==> config.mk <==
export PLATFORM = sky130hd
export DESIGN_NAME = lcd_pixel_fetch
export DESIGN_NICKNAME = d
export VERILOG_FILES = /design/src/rtl/lcd_pkg.sv /design/src/rtl/lcd_pix_expand.sv /design/src/rtl/lcd_pixel_fetch.sv
export SDC_FILE = /design/constraint.sdc
export NUM_CORES = 1
export LEC_CHECK = 0
export ABC_AREA = 1
export BUFFER_PORTS_ARGS = -buffer_cell sky130_fd_sc_hd__buf_2
export CAP_MARGIN = 20
export CORE_UTILIZATION = 29
export DETAILED_ROUTE_END_ITERATION = 7
export GPL_ROUTABILITY_DRIVEN = 0
export HOLD_SLACK_MARGIN = 0.06
export PLACE_DENSITY = 0.57
export SLEW_MARGIN = 20
export SYNTH_ARGS = -nofsm -noshare
export SYNTH_HDL_FRONTEND = slang
export SYNTH_SLANG_ARGS = --single-unit
export TNS_END_PERCENT = 10
==> constraint.sdc <==
create_clock -name sys_clk -period 1.3 [get_ports sys_clk]
set_input_delay 0.065 -clock sys_clk [delete_from_list [all_inputs] [get_ports sys_clk]]
set_output_delay 0.065 -clock sys_clk [all_outputs]
set_load 0.01 [all_outputs]
==> src/rtl/lcd_pkg.sv <==
// Shared definitions for the LCD block family: FSM state encodings and the
// pixel bit-expansion rule used to widen stored pixels onto the LCD bus.
package lcd_pkg;

    // Fetch FSM state encodings, kept as plain constants so legacy siblings
    // can compare against them without an enum type.
    localparam logic [1:0] LCD_IDLE    = 2'd0;
    localparam logic [1:0] LCD_FETCH   = 2'd1;
    localparam logic [1:0] LCD_CAPTURE = 2'd2;
    localparam logic [1:0] LCD_HOLD    = 2'd3;

    // Expansion rule: the pixel is replicated MSB-first across the output word
    // and the final copy is truncated. Returns, for a given output bit, the
    // pixel bit that drives it. With pix_bits == 1 every output bit maps to
    // pixel bit 0, giving all-ones / all-zeros.
    function automatic int unsigned lcd_expand_src(
        input int unsigned out_bit,
        input int unsigned data_w,
        input int unsigned pix_bits
    );
        int unsigned pos_from_msb;
        pos_from_msb = (data_w - 1) - out_bit;
        return (pix_bits - 1) - (pos_from_msb % pix_bits);
    endfunction

endpackage

==> src/rtl/lcd_pix_expand.sv <==
// Combinational pixel expander: widens a PIX_BITS stored pixel to a DATA_W
// LCD word by MSB-first replication.
import lcd_pkg::*;

module lcd_pix_expand #(
    parameter int PIX_BITS = 1,
    parameter int DATA_W   = 8
) (
    input  logic [PIX_BITS-1:0] pix_i,
    output logic [DATA_W-1:0]   data_o
);

    // Each output bit is a fixed wire from one pixel bit; no logic involved.
    for (genvar i = 0; i < DATA_W; i++) begin : g_bit
        assign data_o[i] = pix_i[lcd_expand_src(i, DATA_W, PIX_BITS)];
    end

endmodule

==> src/rtl/lcd_pixel_fetch.sv <==
// LCD pixel fetcher: during the active display region, reads one pixel from
// frame RAM every PHASES clocks, expands it to the LCD bus width and holds it
// on lcd_data until the next pixel is captured.
import lcd_pkg::*;

module lcd_pixel_fetch #(
    parameter int DATA_W    = 8,
    parameter int PIX_BITS  = 1,
    parameter int PHASES    = 3,
    parameter int ADDR_W    = 15,
    parameter int FRAME_PIX = 19200
) (
    input  logic                sys_clk,
    input  logic                sys_rst,
    input  logic                frame_start,
    input  logic                h_active,
    input  logic                v_active,
    input  logic                invert,
    output logic                ram_rd,
    output logic [ADDR_W-1:0]   ram_addr,
    input  logic [PIX_BITS-1:0] ram_data,
    output logic [DATA_W-1:0]   lcd_data,
    output logic                lcd_valid,
    output logic                frame_done
);

    localparam int PH_W = $clog2(PHASES);
    localparam logic [PH_W-1:0]   PHASE_LAST = PH_W'(PHASES - 1);
    localparam logic [ADDR_W-1:0] ADDR_LAST  = ADDR_W'(FRAME_PIX - 1);

    logic                active;
    logic [1:0]          state_q,      state_d;
    logic [PH_W-1:0]     phase_q,      phase_d;
    logic [ADDR_W-1:0]   addr_q,       addr_d;
    logic [DATA_W-1:0]   lcd_data_q,   lcd_data_d;
    logic                lcd_valid_q,  lcd_valid_d;
    logic                frame_done_q, frame_done_d;
    logic                rd_strobe;

    logic                phase_last;
    logic [PH_W-1:0]     phase_nxt;
    logic                addr_last;
    logic [ADDR_W-1:0]   addr_nxt;
    logic [DATA_W-1:0]   pix_exp;
    logic [DATA_W-1:0]   pix_val;

    assign active     = h_active && v_active;

    assign phase_last = (phase_q == PHASE_LAST);
    assign phase_nxt  = phase_last ? '0 : phase_q + 1'b1;
    assign addr_last  = (addr_q == ADDR_LAST);
    assign addr_nxt   = addr_last ? '0 : addr_q + 1'b1;

    lcd_pix_expand #(
        .PIX_BITS (PIX_BITS),
        .DATA_W   (DATA_W)
    ) u_expand (
        .pix_i  (ram_data),
        .data_o (pix_exp)
    );

    assign pix_val = invert ? ~pix_exp : pix_exp;

    // Next-state logic. frame_start has top priority, then loss of the active
    // region; only inside the active region does the FSM step. The phase
    // counter is held at 0 in IDLE so that FETCH always lands on phase 0.
    always_comb begin
        state_d      = state_q;
        phase_d      = phase_q;
        addr_d       = addr_q;
        lcd_data_d   = lcd_data_q;
        lcd_valid_d  = lcd_valid_q;
        frame_done_d = 1'b0;
        rd_strobe    = 1'b0;

        if (frame_start) begin
            state_d     = LCD_IDLE;
            phase_d     = '0;
            addr_d      = '0;
            lcd_data_d  = '0;
            lcd_valid_d = 1'b0;
        end else if (!active) begin
            // Address is kept so the next active region resumes where we left.
            state_d     = LCD_IDLE;
            phase_d     = '0;
            lcd_data_d  = '0;
            lcd_valid_d = 1'b0;
        end else begin
            case (state_q)
                LCD_IDLE: begin
                    state_d = LCD_FETCH;
                    phase_d = '0;
                end
                LCD_FETCH: begin
                    rd_strobe = 1'b1;
                    phase_d   = phase_nxt;
                    state_d   = LCD_CAPTURE;
                end
                LCD_CAPTURE: begin
                    lcd_data_d   = pix_val;
                    lcd_valid_d  = 1'b1;
                    addr_d       = addr_nxt;
                    frame_done_d = addr_last;
                    phase_d      = phase_nxt;
                    // With two phases CAPTURE is the last phase, so go
                    // straight back to FETCH.
                    state_d      = phase_last ? LCD_FETCH : LCD_HOLD;
                end
                LCD_HOLD: begin
                    phase_d = phase_nxt;
                    if (phase_last) begin
                        state_d = LCD_FETCH;
                    end
                end
                default: begin
                    state_d = LCD_IDLE;
                    phase_d = '0;
                end
            endcase
        end
    end

    // State registers with asynchronous reset to a quiet bus.
    always_ff @(posedge sys_clk or posedge sys_rst) begin
        if (sys_rst) begin
            state_q      <= LCD_IDLE;
            phase_q      <= '0;
            addr_q       <= '0;
            lcd_data_q   <= '0;
            lcd_valid_q  <= 1'b0;
            frame_done_q <= 1'b0;
        end else begin
            state_q      <= state_d;
            phase_q      <= phase_d;
            addr_q       <= addr_d;
            lcd_data_q   <= lcd_data_d;
            lcd_valid_q  <= lcd_valid_d;
            frame_done_q <= frame_done_d;
        end
    end

    assign ram_rd     = rd_strobe;
    assign ram_addr   = addr_q;
    assign lcd_data   = lcd_data_q;
    assign lcd_valid  = lcd_valid_q;
    assign frame_done = frame_done_q;

endmodule

; Word level (Yosys, flattened, before mapping)
; Index checks and enable logic that the tools add are counted.
[op_classes]
n_eq_ne = 7
bitwise_logic = 1
reduce_logical = 6
add_sub_neg = 2
mux = 26
[op_table]
columns = op, count
row1 = $mux W15, 4
row2 = $mux W8, 4
row3 = $add A15 B1 Y15 const B, 1
row4 = $eq A15 B15 Y1 const B, 1
row5 = $mux W2, 7
row6 = $mux W1, 9
row7 = $not A8 Y8, 1
row8 = $pmux W2 S4, 1
row9 = $eq A2 B2 Y1 const B, 3
row10 = $ne A4 B4 Y1 const B, 1
row11 = $pmux W2 S2, 1
row12 = $reduce_bool A2 Y1, 2
row13 = $ne A3 B2 Y1 const B, 1
row14 = $reduce_or A3 Y1, 1
row15 = $add A2 B1 Y2 const B, 1
row16 = $eq A2 B1 Y1 const B, 1
row17 = $logic_not A2 Y1, 1
row18 = $reduce_and A2 Y1, 1
row19 = $logic_and A1 B1 Y1, 1
[totals]
ff_bits = 29
output_inout_bits = 26
elab_cells = 48
input_bits = 7

; Depth between registers and ports, before layout
[depth]
ltp_word = 5
mapped_depth = 9
ltp_nobuf = 9

; Cells and area by module
; A second synthesis with hierarchy kept.
[unflattened]
cells_unflattened = 197
area_unflattened_um2 = 1711.6
[modules_own_cells]
columns = module, n_inst, seq_area_each_um2, cells_per_inst, area_per_inst_um2
row1 = lcd_pixel_fetch, 1, 725.7, 189, 1651.6
row2 = lcd_pix_expand, 1, 0.0, 8, 60.1

; Least setup slack after synthesis
; OpenSTA, ideal clock, no wires.
[synth_timing]
path_kind = register -> register
from = register state_q[0]
to = register addr_q[8] (netlist: ram_addr[8])
setup_time_ns = 0.124
path_buffers = 0
stages_incl_launch_ff = 9
t_required_ns = 1.176
synth_period_minus_slack_ns = 1.415
arrival_ns = 1.290
path_slack_ns = -0.115
cell_sequence = dfrtp_1 inv_1 ha_1 inv_2 nor2_2 nor2_4 nor2_1 xor2_1 nor2_1
[synth_via]
elab_chain_len = 3
[synth_lines]
columns = item, line_no
row1 = from (decl), lcd_pixel_fetch.sv:32  ; logic [1:0] state_q, state_d;
row2 = from (signal assigned), lcd_pixel_fetch.sv:133  ; state_q <= state_d;
row3 = $eq A2 B2 Y1, lcd_pixel_fetch.sv:89  ; case (state_q)
row4 = $reduce_bool A2 Y1 (no source line), n/a
row5 = $reduce_and A2 Y1 (no source line), n/a
row6 = to (signal assigned), lcd_pixel_fetch.sv:135  ; addr_q <= addr_d;
row7 = to (decl), lcd_pixel_fetch.sv:34  ; logic [ADDR_W-1:0] addr_q, addr_d;
; Every way passes these cells.
; A chain may end at the register's enable or synchronous reset.

; Final worst setup path
; Same ends and word-level chain as after synthesis.

==> results.yml <==
outcome:
  status: "finished, violations left"
  violations: "DRC, setup timing"
synthesis:
  yosysUniqueCellTypes: 22
  synth_cells: 181
  synthFlopType: "dfrtp_1"
  synth-seq-area-share: 0.402
  ys_warn_count: 0
  synth_area_um2: 1370
  syn-mean-instance-area_um2: 7.56
  synth_seq_cells: 22
  synthArstFlopShare: 1.00
  syn_nets: 194
  synth_edf_count: 0
cts:
  cts_tree: "built"
  clock-root-buffer: "clkbuf_8"
  numClockSinks: 22
  numCtsBuffers: 3
  path_clk_slew_ns: 0.08
  htree_levels: 1
  clk_latency_ns: 0.26
  cts_buffer_depth: 2
global_route:
  grt_pass1_vias: 1325
  antenna_found_initial: 0
  grt_pass1_wl_mm: 5.76
  grt_usage: 0.145
  grt_start_max_net_pins: 23
  gr-total-overflow: 0
timing:
  period_minus_slack_ns: 1.33
  rsz0062_at_grt: "true"
  skew_ns: 0.00361
  setup_viol: 8
  period_share: 1.02
  slew_violations: 0
  maxSlewHeadroom: 0.806
  fmax_ghz: 0.753
  worst_slack_ns: -0.0280
  report.final.hold_viol_count: 0
  worst_slew_pin_slew_ns: 0.291
power_and_ir_drop:
  ir_worst_vdd_mv: 0.537
  power.density_nw_per_um2: 637
  leakage_nw: 0.972
  p_total_mw: 1.22
floorplanning:
  die_area_um2: 5000
  io_pins: 33
  dieHeight_um: 70.7
  core-area_um2: 4440
  rows: 24
  dieWidth_um: 70.7
  initial_core_util: 0.308
critical_path:
  arrival_ns: 1.48
  end_kind: "flop"
  worstPathRequired_ns: 1.45
  crit_type: "flop to flop"
  cp_max_fo: 6
  crit_path_start_kind: "flop"
finish:
  fin_nets: 259
  antennaDiodeCount: 0
  layout-drive-gt1-share: 0.392
  fin_util: 0.431
  area_growth_pct: 39.9
route:
  route.detailed.drc: 6
  routed_wl_mm: 3.42
  wl_per_cell_um: 11.5
  initialDrtViolationCount: 93
  dr_total_vias: 1307
  drt_first_pass_iters: 6
  via_per_inst: 4.40
  antenna_left: 0
min_path:
  hp-class: "input port to flop"
flow_run:
  drv_cap: 0
placed_design:
  dpl.hpwl_mm: 2.67
  port_buffers: 32
[kinds of logic after synthesis]
family          share of synthesized area
compound gates                     0.0722
fa+ha+maj                          0.0548
simple gates                        0.313
flops                               0.402
xor+xnor                           0.0512
buf+inv                             0.107
[Yosys cell counts (2+ instances only)]
cell,instances,share of area
nor2_1,26,0.071
o21ai_0,4,0.015
ha_1,6,0.055
inv_1,18,0.049
buf_4,7,0.038
nor4_1,2,0.0091
nor2_2,5,0.023
inv_2,6,0.016
nand3_1,13,0.048
o21ai_1,3,0.011
a21oi_1,2,0.0073
o21bai_1,2,0.011
nand2_1,46,0.13
nand2_2,3,0.014
dfrtp_1,22,0.40
nand4_1,3,0.014
xor2_1,8,0.051
[layout make-up]
class / count / area (um^2)
Clock buffer: 4 / 45.0
Tap cell: 52 / 65.1
Inverter: 25 / 101
Fill cell: 468 / 2530
Sequential cell: 22 / 552
Multi-Input combinational cell: 127 / 723
Timing Repair Buffer: 67 / 429
[critical path, stage by stage, from the launching register on]
cell and delay, ns:
dfrtp_1 0.39, inv_2 0.09, ha_4 0.16, inv_4 0.05, nor2_4 0.11, nor2_4 0.07, nor2_1 0.11, xor2_1 0.17
nor2_1 0.06
[layout by cell type (no fill, tap or decap), types with 3 or more instances in the layout]
| cell type | n |
|---|---|
| o21ai_1 | 4 |
| buf_4 | 33 |
| nand4_1 | 3 |
| inv_2 | 6 |
| nand2_1 | 46 |
| nand2_2 | 3 |
| ha_1 | 3 |
| nand3_1 | 11 |
| nor2_2 | 5 |
| clkbuf_8 | 3 |
| buf_2 | 32 |
| nor2_1 | 25 |
| inv_1 | 16 |
| dfrtp_1 | 21 |
| o21ai_0 | 3 |
| xor2_1 | 8 |
[metal layers]
metal	global-route usage	part of all wire
met5	0	0
met4	0.0311	0.0035
met3	0.0299	0.030
met2	0.255	0.48
met1	0.182	0.49
[registers in the layout, indices dropped and copies added, names as in the netlist]
name / flops
state_q: 2
lcd_data: 1
phase_q: 2
frame_done: 1
ram_addr: 15
lcd_valid: 1
[where the power goes]
group,switching (mW),internal (mW)
sequential,0.000997,0.685
clock,0.230,0.219
combinational,0.0523,0.0324
[per-stage QoR]
stage	hold slack [ns]	worst slack [ns]	setup TNS (ns)	cell area, um^2	cells
finish	0.142	-0.0280	-0.160	1920	297
floorplan	0.0542	-0.0207	-0.145	1400	181
global placement	0.117	-0.0495	-0.239	1810	290
global route	0.158	-0.164	-1.94	1920	297
detailed placement	0.126	-0.0659	-0.335	1810	290
CTS	0.141	-0.0566	-0.294	1900	297
[path summary, 6_finish.rpt]
path / depth (start not counted) / start / slack [ns] / to
max: 8 / state_q[0] / -0.03 / ram_addr[8]
min reg2reg: 1 / phase_q[0] / 0.44 / phase_q[0]
min in group asynchronous: 4 / sys_rst / 0.37 / ram_addr[1]
min: 4 / ram_data / 0.14 / lcd_data[6]
max reg2reg: 8 / state_q[0] / -0.03 / ram_addr[8]
max in group asynchronous: 4 / sys_rst / 0.68 / ram_addr[0]
[repair_timing]
| action | CTS | global route |
|---|---|---|
| pin swaps | 7 | 1 |
| resized for setup | 8 | 2 |
| endpoints found under the setup margin | 12 | 17 |
| setup buffers | 2 | 0 |
| hold buffers | 1 | 0 |
| endpoints found under the hold margin | 22 | 0 |
No activity file was read; power rests on OpenSTA's default activity.
